`src/rtl/mic1_pkg.sv`:
```
// Shared types and constants for the MIC-1 memory arbiter slice.
package mic1_pkg;

  localparam int unsigned NREQ   = 3;
  localparam int unsigned IDX_W  = 2;
  localparam int unsigned WAIT_W = 8;

  localparam logic [IDX_W-1:0] REQ_FETCH  = IDX_W'(0);
  localparam logic [IDX_W-1:0] REQ_DATA   = IDX_W'(1);
  localparam logic [IDX_W-1:0] REQ_LOADER = IDX_W'(2);

  typedef enum logic [1:0] {
    IDLE = 2'd0,
    BUSY = 2'd1,
    DONE = 2'd2
  } state_t;

  // Next requester index, wrapping after the last one.
  function automatic logic [IDX_W-1:0] idx_inc(input logic [IDX_W-1:0] i);
    return (i == IDX_W'(NREQ - 1)) ? '0 : i + IDX_W'(1);
  endfunction

endpackage

```
`src/rtl/mic1_rr_pick.sv`:
```
// Combinational round-robin pick: first eligible index at or after ptr, circularly.
module mic1_rr_pick
  import mic1_pkg::*;
(
  input  logic [NREQ-1:0]  eligible,
  input  logic [IDX_W-1:0] ptr,
  output logic [IDX_W-1:0] index,
  output logic             any
);

  logic [IDX_W-1:0] w_cand;

  always_comb begin
    index  = '0;
    any    = 1'b0;
    w_cand = ptr;
    for (int unsigned k = 0; k < NREQ; k++) begin
      if (!any && eligible[w_cand]) begin
        index = w_cand;
        any   = 1'b1;
      end
      w_cand = idx_inc(w_cand);
    end
  end

endmodule

```
`src/rtl/mic1_mem_arbiter.sv`:
```
// Three-requester arbiter (fetch, data, UART loader) onto one memory port,
// one transaction at a time, round-robin with a boot-mode loader-only mask.
module mic1_mem_arbiter
  import mic1_pkg::*;
#(
  parameter int unsigned ADDR_W  = 32,
  parameter int unsigned DATA_W  = 32,
  parameter int unsigned TIMEOUT = 255
) (
  input  logic                             clk,
  input  logic                             reset,
  input  logic                             boot_mode,
  input  logic [NREQ-1:0]                  req_valid,
  input  logic [NREQ-1:0][ADDR_W-1:0]      req_addr,
  input  logic [NREQ-1:0][DATA_W-1:0]      req_wdata,
  input  logic [NREQ-1:0][DATA_W/8-1:0]    req_wstrb,
  output logic [NREQ-1:0]                  req_ready,
  output logic [DATA_W-1:0]                req_rdata,
  output logic                             req_err,
  output logic                             mem_valid,
  output logic [ADDR_W-1:0]                mem_addr,
  output logic [DATA_W-1:0]                mem_wdata,
  output logic [DATA_W/8-1:0]              mem_wstrb,
  input  logic                             mem_ready,
  input  logic [DATA_W-1:0]                mem_rdata
);

  localparam int unsigned STRB_W = DATA_W / 8;
  localparam logic [NREQ-1:0] BOOT_MASK = NREQ'(1) << REQ_LOADER;
  localparam logic [WAIT_W-1:0] WAIT_LAST = WAIT_W'(TIMEOUT - 1);

  state_t              r_state;
  logic [IDX_W-1:0]    r_rr_ptr;
  logic [IDX_W-1:0]    r_grant;
  logic [WAIT_W-1:0]   r_wait;
  logic                r_mem_valid;
  logic [ADDR_W-1:0]   r_mem_addr;
  logic [DATA_W-1:0]   r_mem_wdata;
  logic [STRB_W-1:0]   r_mem_wstrb;
  logic [NREQ-1:0]     r_req_ready;
  logic [DATA_W-1:0]   r_rdata;
  logic                r_err;

  state_t              w_state_nxt;
  logic [IDX_W-1:0]    w_rr_ptr_nxt;
  logic [IDX_W-1:0]    w_grant_nxt;
  logic [WAIT_W-1:0]   w_wait_nxt;
  logic                w_mem_valid_nxt;
  logic [ADDR_W-1:0]   w_mem_addr_nxt;
  logic [DATA_W-1:0]   w_mem_wdata_nxt;
  logic [STRB_W-1:0]   w_mem_wstrb_nxt;
  logic [NREQ-1:0]     w_req_ready_nxt;
  logic [DATA_W-1:0]   w_rdata_nxt;
  logic                w_err_nxt;

  logic [NREQ-1:0]     w_eligible;
  logic [IDX_W-1:0]    w_pick;
  logic                w_any;

  assign w_eligible = req_valid & (boot_mode ? BOOT_MASK : {NREQ{1'b1}});

  mic1_rr_pick u_pick (
    .eligible (w_eligible),
    .ptr      (r_rr_ptr),
    .index    (w_pick),
    .any      (w_any)
  );

  // Next-state and next-output logic; memory request is launched on the grant edge.
  always_comb begin
    w_state_nxt     = r_state;
    w_rr_ptr_nxt    = r_rr_ptr;
    w_grant_nxt     = r_grant;
    w_wait_nxt      = r_wait;
    w_mem_valid_nxt = r_mem_valid;
    w_mem_addr_nxt  = r_mem_addr;
    w_mem_wdata_nxt = r_mem_wdata;
    w_mem_wstrb_nxt = r_mem_wstrb;
    w_req_ready_nxt = '0;
    w_rdata_nxt     = r_rdata;
    w_err_nxt       = r_err;

    case (r_state)
      IDLE: begin
        if (w_any) begin
          w_state_nxt     = BUSY;
          w_grant_nxt     = w_pick;
          w_wait_nxt      = '0;
          w_mem_valid_nxt = 1'b1;
          w_mem_addr_nxt  = req_addr[w_pick];
          w_mem_wdata_nxt = req_wdata[w_pick];
          w_mem_wstrb_nxt = req_wstrb[w_pick];
        end
      end
      BUSY: begin
        if (mem_ready) begin
          w_state_nxt     = DONE;
          w_mem_valid_nxt = 1'b0;
          w_rdata_nxt     = mem_rdata;
          w_err_nxt       = 1'b0;
          w_req_ready_nxt = NREQ'(1) << r_grant;
        end else if (r_wait == WAIT_LAST) begin
          w_state_nxt     = DONE;
          w_mem_valid_nxt = 1'b0;
          w_rdata_nxt     = '0;
          w_err_nxt       = 1'b1;
          w_req_ready_nxt = NREQ'(1) << r_grant;
        end else begin
          w_wait_nxt = r_wait + WAIT_W'(1);
        end
      end
      DONE: begin
        w_state_nxt  = IDLE;
        w_rr_ptr_nxt = idx_inc(r_grant);
      end
      default: begin
        w_state_nxt = IDLE;
      end
    endcase
  end

  always_ff @(posedge clk or posedge reset) begin
    if (reset) begin
      r_state     <= IDLE;
      r_rr_ptr    <= '0;
      r_grant     <= '0;
      r_wait      <= '0;
      r_mem_valid <= 1'b0;
      r_mem_addr  <= '0;
      r_mem_wdata <= '0;
      r_mem_wstrb <= '0;
      r_req_ready <= '0;
      r_rdata     <= '0;
      r_err       <= 1'b0;
    end else begin
      r_state     <= w_state_nxt;
      r_rr_ptr    <= w_rr_ptr_nxt;
      r_grant     <= w_grant_nxt;
      r_wait      <= w_wait_nxt;
      r_mem_valid <= w_mem_valid_nxt;
      r_mem_addr  <= w_mem_addr_nxt;
      r_mem_wdata <= w_mem_wdata_nxt;
      r_mem_wstrb <= w_mem_wstrb_nxt;
      r_req_ready <= w_req_ready_nxt;
      r_rdata     <= w_rdata_nxt;
      r_err       <= w_err_nxt;
    end
  end

  assign mem_valid = r_mem_valid;
  assign mem_addr  = r_mem_addr;
  assign mem_wdata = r_mem_wdata;
  assign mem_wstrb = r_mem_wstrb;
  assign req_ready = r_req_ready;
  assign req_rdata = r_rdata;
  assign req_err   = r_err;

endmodule

```
`config.mk`:
```
export PLATFORM = sky130hd
export DESIGN_NAME = mic1_mem_arbiter
export DESIGN_NICKNAME = d
export VERILOG_FILES = /design/src/rtl/mic1_pkg.sv /design/src/rtl/mic1_rr_pick.sv /design/src/rtl/mic1_mem_arbiter.sv
export SDC_FILE = /design/constraint.sdc
export NUM_CORES = 1
export LEC_CHECK = 0
export ABC_AREA = 1
export CORE_MARGIN = 1.5
export CORE_UTILIZATION = 31
export CTS_CLUSTER_SIZE = 12
export DETAILED_ROUTE_END_ITERATION = 16
export GPL_TIMING_DRIVEN = 0
export PLACE_DENSITY = 0.68
export SETUP_SLACK_MARGIN = 0.15
export SLEW_MARGIN = 15
export SYNTH_ARGS = -nofsm -noshare
export SYNTH_HDL_FRONTEND = slang
export SYNTH_HIERARCHICAL = 1
export SYNTH_SLANG_ARGS = --single-unit
```
`constraint.sdc`:
```
create_clock -name clk -period 12.7 [get_ports clk]
set_clock_uncertainty 0.2 [all_clocks]
set_input_delay 2.54 -clock clk [delete_from_list [all_inputs] [get_ports clk]]
set_output_delay 2.54 -clock clk [all_outputs]
set_load 0.01 [all_outputs]
```
# ---- Word level (Yosys, flattened, before mapping)
# Cells that the tools add are included.
dict set report classes {
  add_sub_neg 4
  n_lt_le_gt_ge 4
  eq_ne 10
  shifts 1
  n_mux 41
  n_bitwise 1
  n_reduce_logical 12
}
# operator count
set op_table {}
lappend op_table {{32-bit binary-select mux with 2-bit select} 2}
lappend op_table {{32-bit 2-to-1 mux} 4}
lappend op_table {{8-bit 2-to-1 mux} 3}
lappend op_table {{2-bit 2-to-1 mux} 10}
lappend op_table {{8-bit one-hot mux with 2 select lines} 1}
lappend op_table {{2-bit by 3-bit less-than comparator with 1-bit output (second input constant)} 4}
lappend op_table {{1-bit 2-to-1 mux} 11}
lappend op_table {{3-bit 2-to-1 mux} 3}
lappend op_table {{8-bit by 1-bit adder with 8-bit output (second input constant)} 1}
lappend op_table {{4-bit binary-select mux with 2-bit select} 1}
lappend op_table {{2-bit == test (second input constant)} 4}
lappend op_table {{8-bit == test (second input constant)} 1}
lappend op_table {{2-bit by 1-bit adder with 2-bit output (second input constant)} 3}
lappend op_table {{1-bit binary-select mux with 2-bit select} 3}
lappend op_table {{2-bit AND reduction} 3}
lappend op_table {{4-bit 2-to-1 mux} 1}
lappend op_table {{2-bit inequality test (second input constant)} 2}
lappend op_table {{2-bit one-hot mux with 2 select lines} 1}
lappend op_table {{4-bit AND reduction} 1}
lappend op_table {{2-bit nonzero test} 2}
lappend op_table {{3-bit AND} 1}
lappend op_table {{3-bit inequality test (second input constant)} 1}
lappend op_table {{3-bit AND reduction} 1}
lappend op_table {{1-bit by 2-bit << shifter with 3-bit output (first input constant)} 1}
lappend op_table {{other kinds (6)} 8}
dict set report totals {
  register_bits 119
  inputBits 243
  output_inout_bits 105
  word_cells 84
}

# ---- Depth between registers and ports, before layout
# Gate-level depths: netlist (run 1).
dict set report logic_depth {
  depth_word 13
  mapped_depth 15
  ltp_nobuf 13
}

# ---- Hierarchy
# The synthesis (run 1) kept the hierarchy.
# module instances cells_each area_per_inst_um2 seq_area_each_um2
set modules_own_cells {}
lappend modules_own_cells {mic1_mem_arbiter 1 772 5926.9 2977.9}
lappend modules_own_cells {mic1_rr_pick 1 31 138.9 0.0}

# ---- Worst setup path before layout (run 1)
# OpenSTA, ideal clock, no wires.
dict set report synth_timing {
  path_kind {input port to flip-flop}
  from {input req_valid[1]}
  to {register r_mem_wdata[0] (netlist: mem_wdata[0])}
  setup_ps 124
  arrival_time_ps 3895
  required_ps 12376
  setup_slack_ps 8482
  stages 13
  path_buffers 3
  cell_sequence {inv_1 nor2_1 or2_0 nand2_1 nor2_1 nand3_1 nand2_1 buf_4 inv_2 buf_4 clkbuf_2 o21ai_0 a21oi_1}
}
dict set report synth_via {
  elab_chain_cells 12
  word_cells_on_any_way 20
  cone_classes {mux: 14; bitwise: 1; reduce/logical: 5}
}
# element line_no
set synth_lines {}
lappend synth_lines {{from (decl)} mic1_mem_arbiter.sv:13} ;# input logic [NREQ-1:0] req_valid,
lappend synth_lines {{3-bit AND (*)} mic1_mem_arbiter.sv:60} ;# assign w_eligible = req_valid & (boot_mode ? BOOT_MASK : {NREQ{1'b1}});
lappend synth_lines {{net w_eligible[1]} mic1_mem_arbiter.sv:56} ;# logic [NREQ-1:0] w_eligible;
lappend synth_lines {{1-bit binary-select mux with 2-bit select} mic1_rr_pick.sv:18} ;# if (!any && eligible[w_cand]) begin
lappend synth_lines {{1-bit 2-to-1 mux (not written as such)} mic1_rr_pick.sv:18}
lappend synth_lines {{1-bit 2-to-1 mux} mic1_rr_pick.sv:18}
lappend synth_lines {{1-bit zero test} mic1_rr_pick.sv:18}
lappend synth_lines {{1-bit logical AND} mic1_rr_pick.sv:18}
lappend synth_lines {{1-bit 2-to-1 mux} mic1_rr_pick.sv:18}
lappend synth_lines {{1-bit zero test} mic1_rr_pick.sv:18}
lappend synth_lines {{1-bit logical AND} mic1_rr_pick.sv:18}
lappend synth_lines {{2-bit 2-to-1 mux (*)} mic1_rr_pick.sv:18}
lappend synth_lines {{net w_pick[0]} mic1_mem_arbiter.sv:57} ;# logic [IDX_W-1:0] w_pick;
lappend synth_lines {{32-bit binary-select mux with 2-bit select (*)} mic1_mem_arbiter.sv:91} ;# w_mem_wdata_nxt = req_wdata[w_pick];
lappend synth_lines {{32-bit 2-to-1 mux (not written as such) (*)} mic1_mem_arbiter.sv:91}
lappend synth_lines {{to (signal assigned)} mic1_mem_arbiter.sv:142} ;# r_mem_wdata <= w_mem_wdata_nxt;
lappend synth_lines {{to (decl)} mic1_mem_arbiter.sv:38} ;# logic [DATA_W-1:0] r_mem_wdata;
# Mark *: on every way through the listed nets, which the timed path passes. The rest lies on a longest branch. The select of a mux whose other input is x is not followed.
# A chain may end at the register's enable or synchronous reset.

# ---- Final worst setup path (run 1)
dict set report layout_timing {
  from {input req_valid[1]}
  to {register r_mem_wdata[16] (netlist: mem_wdata[16])}
}
# The elaborated chain is that of the path after synthesis.

==> results of run 1 <==
worst max-delay path: stages:
cell and delay, ps:
clkdlybuf4s50_1 450, inv_1 30, nor2_1 230, or2_0 150, nand2_1 60, nor2_1 120, nand3_1 100, nand2_1 60
buf_2 210, inv_2 70, nor2_4 160, buf_4 240, buf_4 220, a21oi_1 80, a21oi_1 140
placed cells by master (no fill, tap or decap), drive strengths merged, types with 2 or more instances in the layout:
master / instances
a21oi: 137
buf: 38
clkbuf: 32
clkdlybuf4s50: 347
clkinv: 5
clkinvlp: 5
dfrtp: 119
ha: 2
inv: 32
nand2: 139
nand3: 16
nor2: 218
nor3: 5
o21a: 2
o21ai: 78
xor2: 2
cell families (layout without fill, tap and decap cells):
kind of cell,count (synthesis),count (layout)
compound gates,219,219
flops,119,119
fa+ha+maj,2,2
buf+inv,80,460
simple gates,381,381
other cells,0,1
xor+xnor,2,2
cell type report:
| class | count | area, um^2 | share of cell area |
|---|---|---|---|
| antenna | 1 | 2.50 | 0.000239 |
| timing repair buffer | 348 | 3500 | 0.335 |
| inverter | 29 | 116 | 0.0111 |
| tap | 260 | 325 | 0.0311 |
| buffer | 51 | 297 | 0.0283 |
| sequential | 119 | 2980 | 0.285 |
| clock inverter | 14 | 126 | 0.0121 |
| multi-input combinational | 604 | 2680 | 0.256 |
| clock buffer | 18 | 439 | 0.0420 |
flip-flops by register name, indices dropped and copies added (netlist names):
name and cells:
mem_addr 32, mem_wdata 32, req_rdata 32, r_wait 8, mem_wstrb 4, req_ready 3, r_grant 2, r_rr_ptr 2
r_state 2, mem_valid 1, req_err 1
power by group:
part | leakage (uW) | switching [uW] | total (uW) | internal [uW]
Sequential | 0.00141 | 104 | 664 | 560
Clock | 0.000265 | 187 | 463 | 275
Combinational | 0.00289 | 790 | 1430 | 643
routing by layer:
metal  global-route usage  share of wire  vias to the layer above
met1                0.281           0.42                     3080
met5                    0              0                        -
li1                     -              -                     3350
met3               0.0671          0.066                       32
met2                0.382           0.49                      243
met4               0.0738          0.024                        0
cell usage after synthesis (3+ instances only):
cell type  count
buf_6          4
nand2_2        3
clkbuf_1      13
nor3_2         3
dfrtp_1      119
nand2_1      135
a21oi_1      137
o21ai_0       76
inv_2          8
buf_4         13
nor2_1       213
buf_2         20
nor2_4         3
nand3_1       14
inv_1         20
metrics by stage:
step,setup WS (ps),cells
after floorplan,6800,803
after global placement,4660,1410
after detailed placement,7470,1411
after CTS,7890,1443
after global routing,7700,1444
final,7930,1444
path summary, 6_finish.rpt:
kind                                 end  slack [ps]  cells after the start
setup / recovery           mem_wdata[16]        7930                     15
setup reg to reg           mem_wdata[16]       10240                     13
hold / removal             req_rdata[15]         270                      2
max in group asynchronous  mem_wdata[16]        9160                      3
min in group asynchronous   mem_addr[20]        2400                      2
hold reg to reg            req_rdata[15]         270                      2
==> key figures, run 1 <==
Critical path
  – WS Path Type: primary input to flop
  – WP data arrival: 4890 ps
  – Critical path capture point type: flop
  – CP Launch Type: primary input
  – Worst Path Required: 12820 ps
  – CP Max Fanout: 10
  – Crit Reg-Reg Startpoint: r_rr_ptr[0]
  – Critical path startpoint: req_valid[1]

Place
  – Placement Cell Area: 9900 um^2
  – Hpwl dp: 17700 um
  – GP Congestion: 0.854
  – Port buffer count: 347

Power and ir drop
  – Max IR drop VDD: 0.118 mV
  – Leakage power: 0.00456 uW
  – Tot Pwr: 2560 uW
  – Pwr dens: 245 nW/um^2

Cells and area
  – Layout area overhead: 72.5%
  – Final Core Density: 0.552
  – Final #Nets: 1415
  – Share of cells above drive strength 1: 0.0803
  – Fill count: 1827
  – Final instance area: 10500 um^2

Floorplan
  – Die height: 143 um
  – Starting Density: 0.320
  – Core area: 19000 um^2
  – Full die area: 20400 um^2
  – Ports: 348
  – Row count: 50
  – Die Wd: 143 um

Run
  – Max-cap violations: 0

GRT
  – First-pass GRT wire length: 35300 um
  – Initial antenna violation count: 1
  – Total grt overflow: 0
  – Vias in the first global route: 6516
  – GR Util All Layers: 0.228
  – Largest net degree at the start of global routing: 68

Clock network
  – Hold buffer count at CTS: 0
  – H-Tree Depth: 4
  – Post-CTS resize count: 0
  – Total CTS buffers: 17
  – Root buffer cell: clkbuf_16
  – CTS Sinks: 119
  – CTS tree: yes
  – Worst-path clk slew: 60 ps
  – Clk_lat worst skew: 400 ps
  – Postcts setup bufs: 0
  – Maximum root-to-sink buffer count: 2

Timing
  – Final setup TNS: 0 ps
  – Final Max Slew Viols: 0
  – Endpoints failing setup: 0
  – FMAX: 0.210 GHz
  – Final Cycle Share: 0.375
  – Worst hold slack: 267 ps
  – Relative slew slack: 0.570
  – RSZ-0062 raised after global routing: false
  – Final min period: 4770 ps
  – Slew @ Worst Pin: 645 ps
  – Fin. Hold Viols: 0

Yosys
  – Syn. warnings: 6
  – Post-Synth Simple-Gate Area: 0.253
  – Synth top area cells: dfrtp_1 (49%), nor2_1 (13%), a21oi_1 (11%)
  – Mux share of post-synthesis cell area: 0
  – Synth Flop Type: dfrtp_1
  – Synth Cell Area: 6070 um^2
  – Compound-Gate Fraction of Synth Area: 0.182
  – Synthesized instance count: 803
  – Ys async rst share: 1.00
  – Count of cell types in the netlist: 30
  – Syn_nets: 1048
  – Largest family of logic cells by synthesized area: simple AND/OR/NAND/NOR gates
  – Synth Area in XOR/XNOR: 0.00289
  – Share of the synthesized area in the top cell type: 0.491
  – Biggest area consumer among synthesized cells: dfrtp_1
  – Syn Area/Cell: 7.55 um^2
  – Synth Area in Adders: 0.00413
  – Synth Register Bits: 119
  – Seq/Total Area, Yosys: 0.491
  – Post-synth EDFFs: 0

Route
  – Detail Route Antenna Nets: 0
  – Drc violations: 0
  – DR vias/cell: 4.64
  – Via count: 6705
  – DR iter-0 viols: 237
  – Pre-Repair DR Iteration Count: 4
  – DR WL/cell: 16.2 um
  – DRT Wirelength: 23500 um

Min path
  – Worst Min Path Start: req_rdata[15]
  – Hold Path Class: flop to flop

Status
  – Status: completed
Note: power is estimated with default switching activity, not from simulation.
==> inputs of run 2 (changes only) <==
==> constraint.sdc (replaced) <==
create_clock -name clk -period 4.8 [get_ports clk]
set_clock_uncertainty 0.2 [all_clocks]
set_input_delay 0.96 -clock clk [delete_from_list [all_inputs] [get_ports clk]]
set_output_delay 0.96 -clock clk [all_outputs]
set_load 0.01 [all_outputs]
==> results of run 2 <==
Same layout as run 1 (identical final DEF). Status: completed.
Among the figures that moved: setup slack after placement 7470 ps -> 1150 ps; setup slack after layout 7930 ps -> 1610 ps; register-to-register setup slack 10240 ps -> 2340 ps; total power 2560 uW -> 6770 uW; worst IR drop on VDD 0.118 mV -> 0.312 mV
==> inputs of run 3 (changes only) <==
==> constraint.sdc (replaced) <==
create_clock -name clk -period 3 [get_ports clk]
set_clock_uncertainty 0.2 [all_clocks]
set_input_delay 0.6 -clock clk [delete_from_list [all_inputs] [get_ports clk]]
set_output_delay 0.6 -clock clk [all_outputs]
set_load 0.01 [all_outputs]
==> run 3 against run 2 <==
  * Clock power increased by 76%
  * Highest routed layer unchanged
  * Power increased by 64%
  * Final cell count increased by 0.35%
  * Die area unchanged
  * Register-to-register slack got worse by 1800 ps
  * Worst hold slack about the same
  * Count of clock-buffer cells in the layout increased by 3
  * Wire length increased by 2.8%
  * Critical path type unchanged
  * Flip-flop and latch count unchanged
  * Sequential power increased by 61%
  * First-iteration DRC count increased by 36%
  * Critical path depth decreased by 3
==> key figures, run 3 (same netlist as run 1, synthesis figures left out) <==
Status
  – Status: completed

Cells and area
  – Share of cells above drive strength 1: 0.0875 (+0.00724)
  – Final instance area: 10600 um^2 (+1.5%)
  – Fill count: 1812 (-0.82%)
  – Final #Nets: 1420 (+0.35%)
  – Commonest non-fill, non-tap cell in the layout: clkdlybuf4s50_1
  – Layout area overhead: 75.1%
  – Multi-input gate area: 2700 um^2 (+0.65%)
  – Sequential cell area: 2980 um^2 (unchanged)
  – Commonest cells after routing, fill and taps aside: clkdlybuf4s50_1 (347), nor2_1 (210), a21oi_1 (137)
  – Final Core Density: 0.560 (+0.00838)
  – Layout Cells excl Fill: 1449 (+0.35%)

Floorplan
  – Die height: 143 um (unchanged)
  – Core area: 19000 um^2 (unchanged)
  – Die Wd: 143 um (unchanged)
  – Starting Density: 0.320 (unchanged)
  – Row count: 50 (unchanged)
  – Full die area: 20400 um^2 (unchanged)
  – Ports: 348 (unchanged)

Route
  – Detail Route Antenna Nets: 0 (unchanged)
  – DRT Wirelength: 24100 um (+2.8%)
  – DR WL/cell: 16.6 um (+2.4%)
  – DR iter-0 viols: 323 (+36%)
  – Via count: 6790 (+1.3%)
  – DR vias/cell: 4.69 (+0.92%)
  – Drc violations: 0 (unchanged)
  – Pre-Repair DR Iteration Count: 4 (unchanged)

Power and ir drop
  – Comb pwr share: 0.551 (-0.009)
  – Internal Power: 6510 uW
  – Clock power share: 0.194 (+0.013)
  – Flop pwr share: 0.255 (-0.004)
  – Max IR drop VDD: 0.458 mV
  – P_sw: 4580 uW
  – Sw frac: 0.413
  – Pwr dens: 1040 nW/um^2
  – Leakage power: 0.00464 uW (+1.8%)

Critical path
  – Largest stage delay, worst path: 570 ps (+120 ps)
  – CP Max Fanout: 10 (unchanged)
  – CP Cell Sequence: clkdlybuf4s50_1, nor2_4, or2_0, nand2_1, nor2_2, nand3_1, nand2_1, buf_4, inv_2, clkbuf_1, o21ai_0, a21oi_1
  – Slowest CP cell: clkdlybuf4s50_1
  – Buf+Inv Stages, Crit Path: 4 (-2)
  – Critical path capture point type: flop
  – Worst path most repeated cell: nand2_1
  – CP top delay family: buffers and inverters
  – CP Launch Type: primary input
  – WS Path Type: primary input to flop
  – Worst Path Required: 3130 ps
  – WP data arrival: 2840 ps

Timing
  – Final Max Slew Viols: 0 (unchanged)
  – RSZ-0062 raised after global routing: false
  – Fin. Hold Viols: 0 (unchanged)
  – Final Cycle Share: 0.904
  – Relative slew slack: 0.640 (+0.0697)
  – FMAX: 0.369 GHz
  – Slew @ Worst Pin: 541 ps (-105 ps)
  – Endpoints failing setup: 0 (unchanged)
  – Final min period: 2710 ps

Clock network
  – CTS Sinks: 119 (unchanged)
  – Hold buffer count at CTS: 0 (unchanged)
  – Total CTS buffers: 17 (unchanged)
  – Clk_lat worst skew: 410 ps (about the same)
  – Worst-path clk slew: 50 ps (about the same)
  – Maximum root-to-sink buffer count: 2 (unchanged)
  – CTS tree: yes
  – Root buffer cell: clkbuf_16
  – H-Tree Depth: 4 (unchanged)

GRT
  – Initial antenna violation count: 1 (unchanged)
  – Total grt overflow: 0 (unchanged)
  – First-pass GRT wire length: 35800 um (+1.3%)
  – GR Util All Layers: 0.231 (+0.00337)
  – Largest net degree at the start of global routing: 31 (-54%)
  – Vias in the first global route: 6615 (+1.5%)

Min path
  – Hold Path Class: flop to flop

Place
  – Placement Cell Area: 9960 um^2 (+0.59%)
  – Port buffer count: 347 (unchanged)
  – Hpwl dp: 18300 um (+3.3%)
  – Placed Instances: 1414 (+0.21%)
  – GP Congestion: 0.879 (+3.0%)

Run
  – Max-cap violations: 0 (unchanged)
run 3: changes by cell type in the layout (fill, tap and decap cells not counted), sizes merged:
cell	delta
inv	-4
clkbuf	+3
buf	+5
clkinvlp	-3
bufinv	+2
clkinv	+2
run 3: final timing paths:
check | start | end | slack (ps) | cells after the start
min reg2reg | req_rdata[23] | req_rdata[23] | 270 | 2
max reg2reg | r_rr_ptr[1] | mem_wdata[25] | 540 | 11
min | req_rdata[23] | req_rdata[23] | 270 | 2
max in group asynchronous | reset | r_wait[0] | 1540 | 4
min in group asynchronous | reset | mem_addr[24] | 370 | 2
max | boot_mode | mem_wdata[25] | 290 | 12
run 3: worst reg2reg max path: stages, from the launching register on:
cell	delay (ps)
dfrtp_1	480
inv_2	100
or2_0	210
nand2_1	110
nor2_2	50
nand3_1	90
nand2_1	50
buf_4	190
inv_2	170
clkbuf_1	350
o21ai_0	200
a21oi_1	190
run 3: through the flow:
stage	power, uW	hold WS, ps	setup TNS (ps)	setup WS [ps]
floorplan	6080	288	0	722
detailed placement	8940	258	-9680	-300
CTS	11100	271	0	187
global route	11900	281	0	147
finish	11100	267	0	289
global placement	8850	253	-76730	-600
run 3: area by class of cell:
cell class	count	share of cell area
antenna	1	0.000236
buffer	51	0.0293
clock buffer	21	0.0443
clock inverter	11	0.0139
inverter	29	0.0108
multi-input combinational	604	0.254
sequential	119	0.280
tap	260	0.0306
timing repair buffer	353	0.337
run 3: what timing repair did:
item / CTS / global route
pin swaps: 0 / 2
resized for setup: 1 / 14
setup buffers: 0 / 2
endpoints found under the hold margin: 0 / 0
endpoints found under the setup margin: 1 / 49
run 3: power groups by stage:
| stage | Combinational (uW) | Clock (uW) | Sequential, uW |
|---|---|---|---|
| final | 6110 | 2150 | 2830 |
| after global routing | 6740 | 2260 | 2910 |
| after CTS | 6140 | 2190 | 2830 |
| after detailed placement | 6100 | 0 | 2840 |
| after global placement | 6030 | 0 | 2820 |
| after floorplan | 2980 | 0 | 3100 |
run 3: metal layers:
metal	global-route usage	wire, um	vias up
li1	-	-	3352
met1	0.272	9850	3135
met2	0.396	11800	255
met3	0.0664	1700	48
met4	0.0939	777	0
met5	0	0	-
==> RTL change 1, RTL diff (flow settings as in run 2) <==
Register the output `req_err` once more; this adds one clock of latency there. The other outputs are not delayed to match.
--- a/src/rtl/mic1_mem_arbiter.sv
+++ b/src/rtl/mic1_mem_arbiter.sv
@@ -153,7 +153,9 @@
   assign mem_wstrb = r_mem_wstrb;
   assign req_ready = r_req_ready;
   assign req_rdata = r_rdata;
-  assign req_err   = r_err;
+  always_ff @(posedge clk) begin
+    req_err <= r_err;
+  end
 
 endmodule
 
Formal check against the unedited RTL: no difference found for any inputs over 4 cycles, from zero or initial values and one cycle with reset high; that may be too few to reach the edited logic, so the function may still have changed.
==> RTL change 1 against run 2 <==
- routed wire length down 0.28%
- non-clock buffer count did not move
- sequential cell count rose by 1
- total power rose by 2.6%
- worst setup slack worse by 110 ps
- cell area increased by 0.98%
- worst hold slack worse by 96 ps
- synthesized area grew 0.33%
- via count up 0.25%
- clock power increased by 16%
- largest power group unchanged
==> RTL change 1: results (changes against run 2) <==
Status
  – Status: finished, final reports clean

GRT
  – Largest net degree at the start of global routing: 68 (unchanged)
  – First-pass GRT wire length: 35.2 mm (-0.31%)
  – Met1 Use GR: 0.288 (+0.00740)
  – Initial antenna violation count: 0 (-1)
  – Grt met3 use: 0.0634 (-0.00369)
  – Global Route Usage Sum: 0.226 (-0.00152)
  – Vias in the first global route: 6,480 (-0.55%)
  – Routing usage on met2: 0.376 (-0.00566)
  – Grt total ovfl: 0 (unchanged)

Critical path
  – Critical path launch point type: input port
  – R2R cell count: 12 (-1)
  – Worst r2r src: r_rr_ptr[1]
  – Crit path max fanout: 10 (unchanged)
  – Critical-path cell with the highest stage delay: clkdlybuf4s50_1
  – R2R Setup Slk: 2250 ps (-90 ps)
  – CP top delay family: buffers and inverters
  – Worst setup path endpoint: mem_wstrb[0]
  – Worst Setup SP: req_valid[1]

Synth
  – Post-synth top area share: 0.489 (-0.00161)
  – Post-synthesis mux area share: 0 (unchanged)
  – Syn Nets: 1,049 (+0.095%)
  – Seq/Total Area, Yosys: 0.493 (+0.00167)
  – Compound-cell area share of the yosys netlist: 0.182 (-0.000599)
  – Post-Synth XOR/XNOR Area: 0.00288 (-0.00000950)
  – Prevailing post-synth register cell: dfrtp_1
  – Async SR Flop Fraction: 0.992 (-0.00833)
  – Post-Synth Adder-Cell Area: 0.00411 (-0.0000136)
  – Yosys warns: 6 (unchanged)
  – Synth cell count leaders: 213 x nor2_1, 137 x a21oi_1, 135 x nand2_1
  – Unique masters post-synth: 31 (+3.3%)
  – Synth area leaders: dfrtp_1 49%, nor2_1 13%, a21oi_1 11%

Detailed routing
  – Pre-antenna DRT Iters: 5 (+1)
  – Final WL: 23.4 mm (-0.28%)
  – DR vias/cell: 4.64 (about the same)
  – Starting DRC count in detailed routing: 310 (+31%)

Pwr
  – Cell leakage power: 4.61 nW (+1.2%)
  – Worst IR Drop VDD: 0.297 mV (-5.0%)

Clock tree
  – Cells resized by post-CTS repair: 0 (unchanged)
  – Post-CTS setup repair buffer count: 0 (unchanged)
  – CTS clk-pin slew, worst paths: 60 ps (about the same)
  – Root buffer cell: clkbuf_16
  – CTS Buf Count: 17 (unchanged)
  – Clk_lat worst skew: 420 ps (+20 ps)
  – Max clock buf depth: 2 (unchanged)
  – CTS H-tree lvls: 4 (unchanged)

Final layout
  – Layout fillers: 1,830 (+0.16%)
  – Ratio of cells with drive above 1 in the final layout: 0.0778 (-0.00254)
  – Nets: 1,416 (+0.071%)
  – # diodes: 0 (-1)

STA
  – Slew headroom: 0.638 (+0.0677)
  – Hold WS: 171 ps (-96.2 ps)
  – FMAX: 303 MHz (-3.4%)

Worst hold path
  – Worst hold path class: reg -> reg
  – Worst hold stages: 0 (-2)

Placed design
  – DP Worst Slack: 1020 ps (-122 ps)
  – DP HPWL: 17.9 mm (+0.86%)
  – Placer Congestion: 0.888 (+4.0%)
[RTL change 1: changes by cell type in the layout (fill, tap and decap cells not counted)]
| cell | run 2 | this run |
|---|---|---|
| inv_6 | 4 | 1 |
| clkbuf_1 | 13 | 15 |
| dfxtp_1 | 0 | 1 |
| bufinv_16 | 1 | 5 |
| clkinv_2 | 3 | 1 |
| clkinvlp_4 | 5 | 1 |
| clkinv_4 | 2 | 4 |
| diode_2 | 1 | 0 |
[RTL change 1: power breakdown]
| part | total [mW] | switching (mW) | leakage (nW) | internal, mW |
|---|---|---|---|---|
| Sequential | 1.77 | 0.282 | 1.41 | 1.49 |
| Combinational | 3.76 | 2.06 | 2.89 | 1.70 |
| Clock | 1.42 | 0.482 | 0.310 | 0.935 |
| Total | 6.95 | 2.82 | 4.61 | 4.13 |
[RTL change 1: cell type report]
class                   count  share of cell area
repair buffers            348               0.331
flip-flops and latches    120               0.284
multi-input cells         604               0.254
clock buffers              20              0.0423
well taps                 265              0.0314
plain buffers              51              0.0281
clock inverters            11              0.0187
inverters                  29              0.0110
[RTL change 1: logic make-up after synthesis]
kind of cell | count (synthesis)
xor+xnor | 2
fa+ha+maj | 2
flops | 120
compound gates | 219
buf+inv | 80
simple gates | 381
[RTL change 1: worst min-delay path by stage]
stage	from	end
after global routing	r_err	req_err
final	r_err	req_err
after floorplan	r_err	req_err
after detailed placement	r_err	req_err
after global placement	r_err	req_err
after CTS	r_err	req_err
[RTL change 1: metrics by stage]
stage | instances | instance area, µm²
floorplan | 804 | 6090
global placement | 1416 | 9890
detailed placement | 1417 | 9920
CTS | 1448 | 10600
global route | 1448 | 10600
finish | 1448 | 10600
[RTL change 1: layer usage]
| metal | routed length (µm) | vias up | share of wire |
|---|---|---|---|
| met1 | 9880 | 3113 | 0.42 |
| met4 | 343 | 0 | 0.015 |
| met3 | 1720 | 22 | 0.074 |
| met5 | 0 | - | 0 |
| met2 | 11400 | 244 | 0.49 |
| li1 | - | 3343 | - |
[RTL change 1: worst reg2reg max path, delay by kind of cell (launching register included)]
| family | cells | cell delay (ps) |
|---|---|---|
| AOI/OAI and AO/OA | 2 | 450 |
| buffers and inverters | 5 | 830 |
| DFF | 1 | 470 |
| and+or+nand+nor | 5 | 480 |
==> RTL change 2, RTL diff (settings of run 2) <==
Without the edit above. Change the package constant `WAIT_W` from 8 to 6.
--- a/src/rtl/mic1_pkg.sv
+++ b/src/rtl/mic1_pkg.sv
@@ -3,7 +3,7 @@
 
   localparam int unsigned NREQ   = 3;
   localparam int unsigned IDX_W  = 2;
-  localparam int unsigned WAIT_W = 8;
+  localparam int unsigned WAIT_W = 6;
 
   localparam logic [IDX_W-1:0] REQ_FETCH  = IDX_W'(0);
   localparam logic [IDX_W-1:0] REQ_DATA   = IDX_W'(1);
Behaviour: no difference found for any inputs over 4 cycles, from zero or initial values and one cycle with reset high; that may be too few to reach the edited logic, so the function may still have changed.
==> RTL change 2 against run 2 <==
- register-to-register slack got worse by 140 ps
- sequential cell count decreased by 2
- worst setup slack got worse by 39 ps
- fmax decreased by 1.2%
- sequential share of layout area decreased by 0.54 points
- total power increased by 3.9%
- largest cell class unchanged
- routed wire length increased by 3.4%
- cell area increased by 0.23%
- clock power increased by 17%
- final cell count decreased by 1.4%
- synthesized cell count decreased by 2.4%
- synthesized area decreased by 1.1%
==> RTL change 2: results (changes against run 2) <==
Synth
  – Post-Synth XOR/XNOR Area: 0.00292 (+0.0000319)
  – Yosys warns: 6 (unchanged)
  – Synth area leaders: dfrtp_1 49%, nor2_1 13%, a21oi_1 11%
  – Mean cell area of the mapped netlist: 7.65 µm² (+1.3%)
  – Post-Synth Adder-Cell Area: 0.00417 (+0.0000456)
  – FF+latch count, synth: 117 (-1.7%)
  – Synth cell count leaders: 206 x nor2_1, 134 x nand2_1, 131 x a21oi_1
  – Compound-cell area share of the yosys netlist: 0.182 (about the same)
  – Seq/Total Area, Yosys: 0.488 (-0.00292)
  – Post-synthesis mux area share: 0.00501 (+0.00501)
  – Syn Nets: 1,029 (-1.8%)

Clock tree
  – Cells resized by post-CTS repair: 0 (unchanged)

Placed design
  – DP HPWL: 18.2 mm (+2.8%)
  – Dpl cell area: 9830 µm² (-0.67%)
  – Cell count after placement: 1,392 (-1.3%)
  – DP Worst Slack: 1120 ps (-26.6 ps)
  – Placer Congestion: 0.877 (+2.8%)

Worst hold path
  – Min-delay src: req_rdata[23]
  – WHS Endpoint: req_rdata[23]

Pwr
  – Cell leakage power: 4.55 nW (-0.26%)
  – Worst IR Drop VDD: 0.261 mV (-17%)

Final layout
  – Layout clock buffers: 20 (+2)
  – Non-Filler Instances: 1,424 (-1.4%)
  – Multi-input gates: 591 (-2.2%)
  – Clock tree cell share of total cell area: 0.0627 (+0.00870)
  – Inverters excl. clock: 25 (-14%)
  – # diodes: 0 (-1)
  – Multi-input combinational area share: 0.252 (-0.00392)
  – Layout fillers: 1,777 (-2.7%)
  – Multi-input gate area: 2650 µm² (-1.3%)
  – FF/Latch Area: 2930 µm² (-1.7%)

STA
  – Setup WS post-layout: 1570 ps (-38.9 ps)
  – Worst-Margin Slew: 818 ps (+172 ps)
  – Hold WS: 274 ps (+6.89 ps)

GRT
  – Vias in the first global route: 6,556 (+0.61%)
  – Largest net degree at the start of global routing: 71 (+4.4%)
  – Global Route Usage Sum: 0.238 (+0.0105)
  – Initial antenna violation count: 0 (-1)
  – Routing usage on met2: 0.408 (+0.0260)
  – Met1 Use GR: 0.273 (-0.00729)
  – Grt met3 use: 0.0797 (+0.0127)
  – First-pass GRT wire length: 36.1 mm (+2.2%)

Critical path
  – R2R Setup Slk: 2200 ps (-140 ps)
  – Critical path launch point type: input port
  – Worst Setup SP: req_valid[1]
  – Critical-path cell with the highest stage delay: clkdlybuf4s50_1
  – Worst setup path endpoint: mem_wdata[19]
  – Reg-to-Reg End: mem_addr[22]
  – R2R cell count: 11 (-2)
  – Critical path arrival: 3320 ps (about the same)

Detailed routing
  – Metal-1 WL: 9.70 mm (-2.5%)
  – Met3 WL: 2.21 mm (+43%)
  – Via count: 6,681 (-0.36%)
  – Starting DRC count in detailed routing: 229 (-3.4%)
  – Met2 wire length: 11.7 mm (+2.3%)

Status
  – Status: finished, final reports clean
-- RTL change 2: cell types whose count changed after synthesis, moves of 3 or more --
| cell | before | now |
|---|---|---|
| buf_4 | 13 | 19 |
| o21ai_1 | 2 | 8 |
| mux2i_1 | 0 | 3 |
| buf_2 | 20 | 9 |
| o21ai_0 | 76 | 72 |
| buf_1 | 0 | 4 |
| inv_1 | 20 | 16 |
| nor2_1 | 213 | 206 |
| clkbuf_1 | 13 | 9 |
| a21oi_1 | 137 | 131 |
| clkbuf_2 | 1 | 4 |
-- RTL change 2: logic make-up after synthesis --
| family | Yosys count |
|---|---|
| simple gates | 368 |
| compound gates | 216 |
| flops | 117 |
| buf+inv | 76 |
| mux | 3 |
| xor+xnor | 2 |
| fa+ha+maj | 2 |
-- RTL change 2: report_power, final --
group | switching [mW] | total [mW] | internal (mW)
registers | 0.285 | 1.75 | 1.47
logic | 2.12 | 3.85 | 1.73
clock network | 0.484 | 1.43 | 0.949
total | 2.89 | 7.04 | 4.15
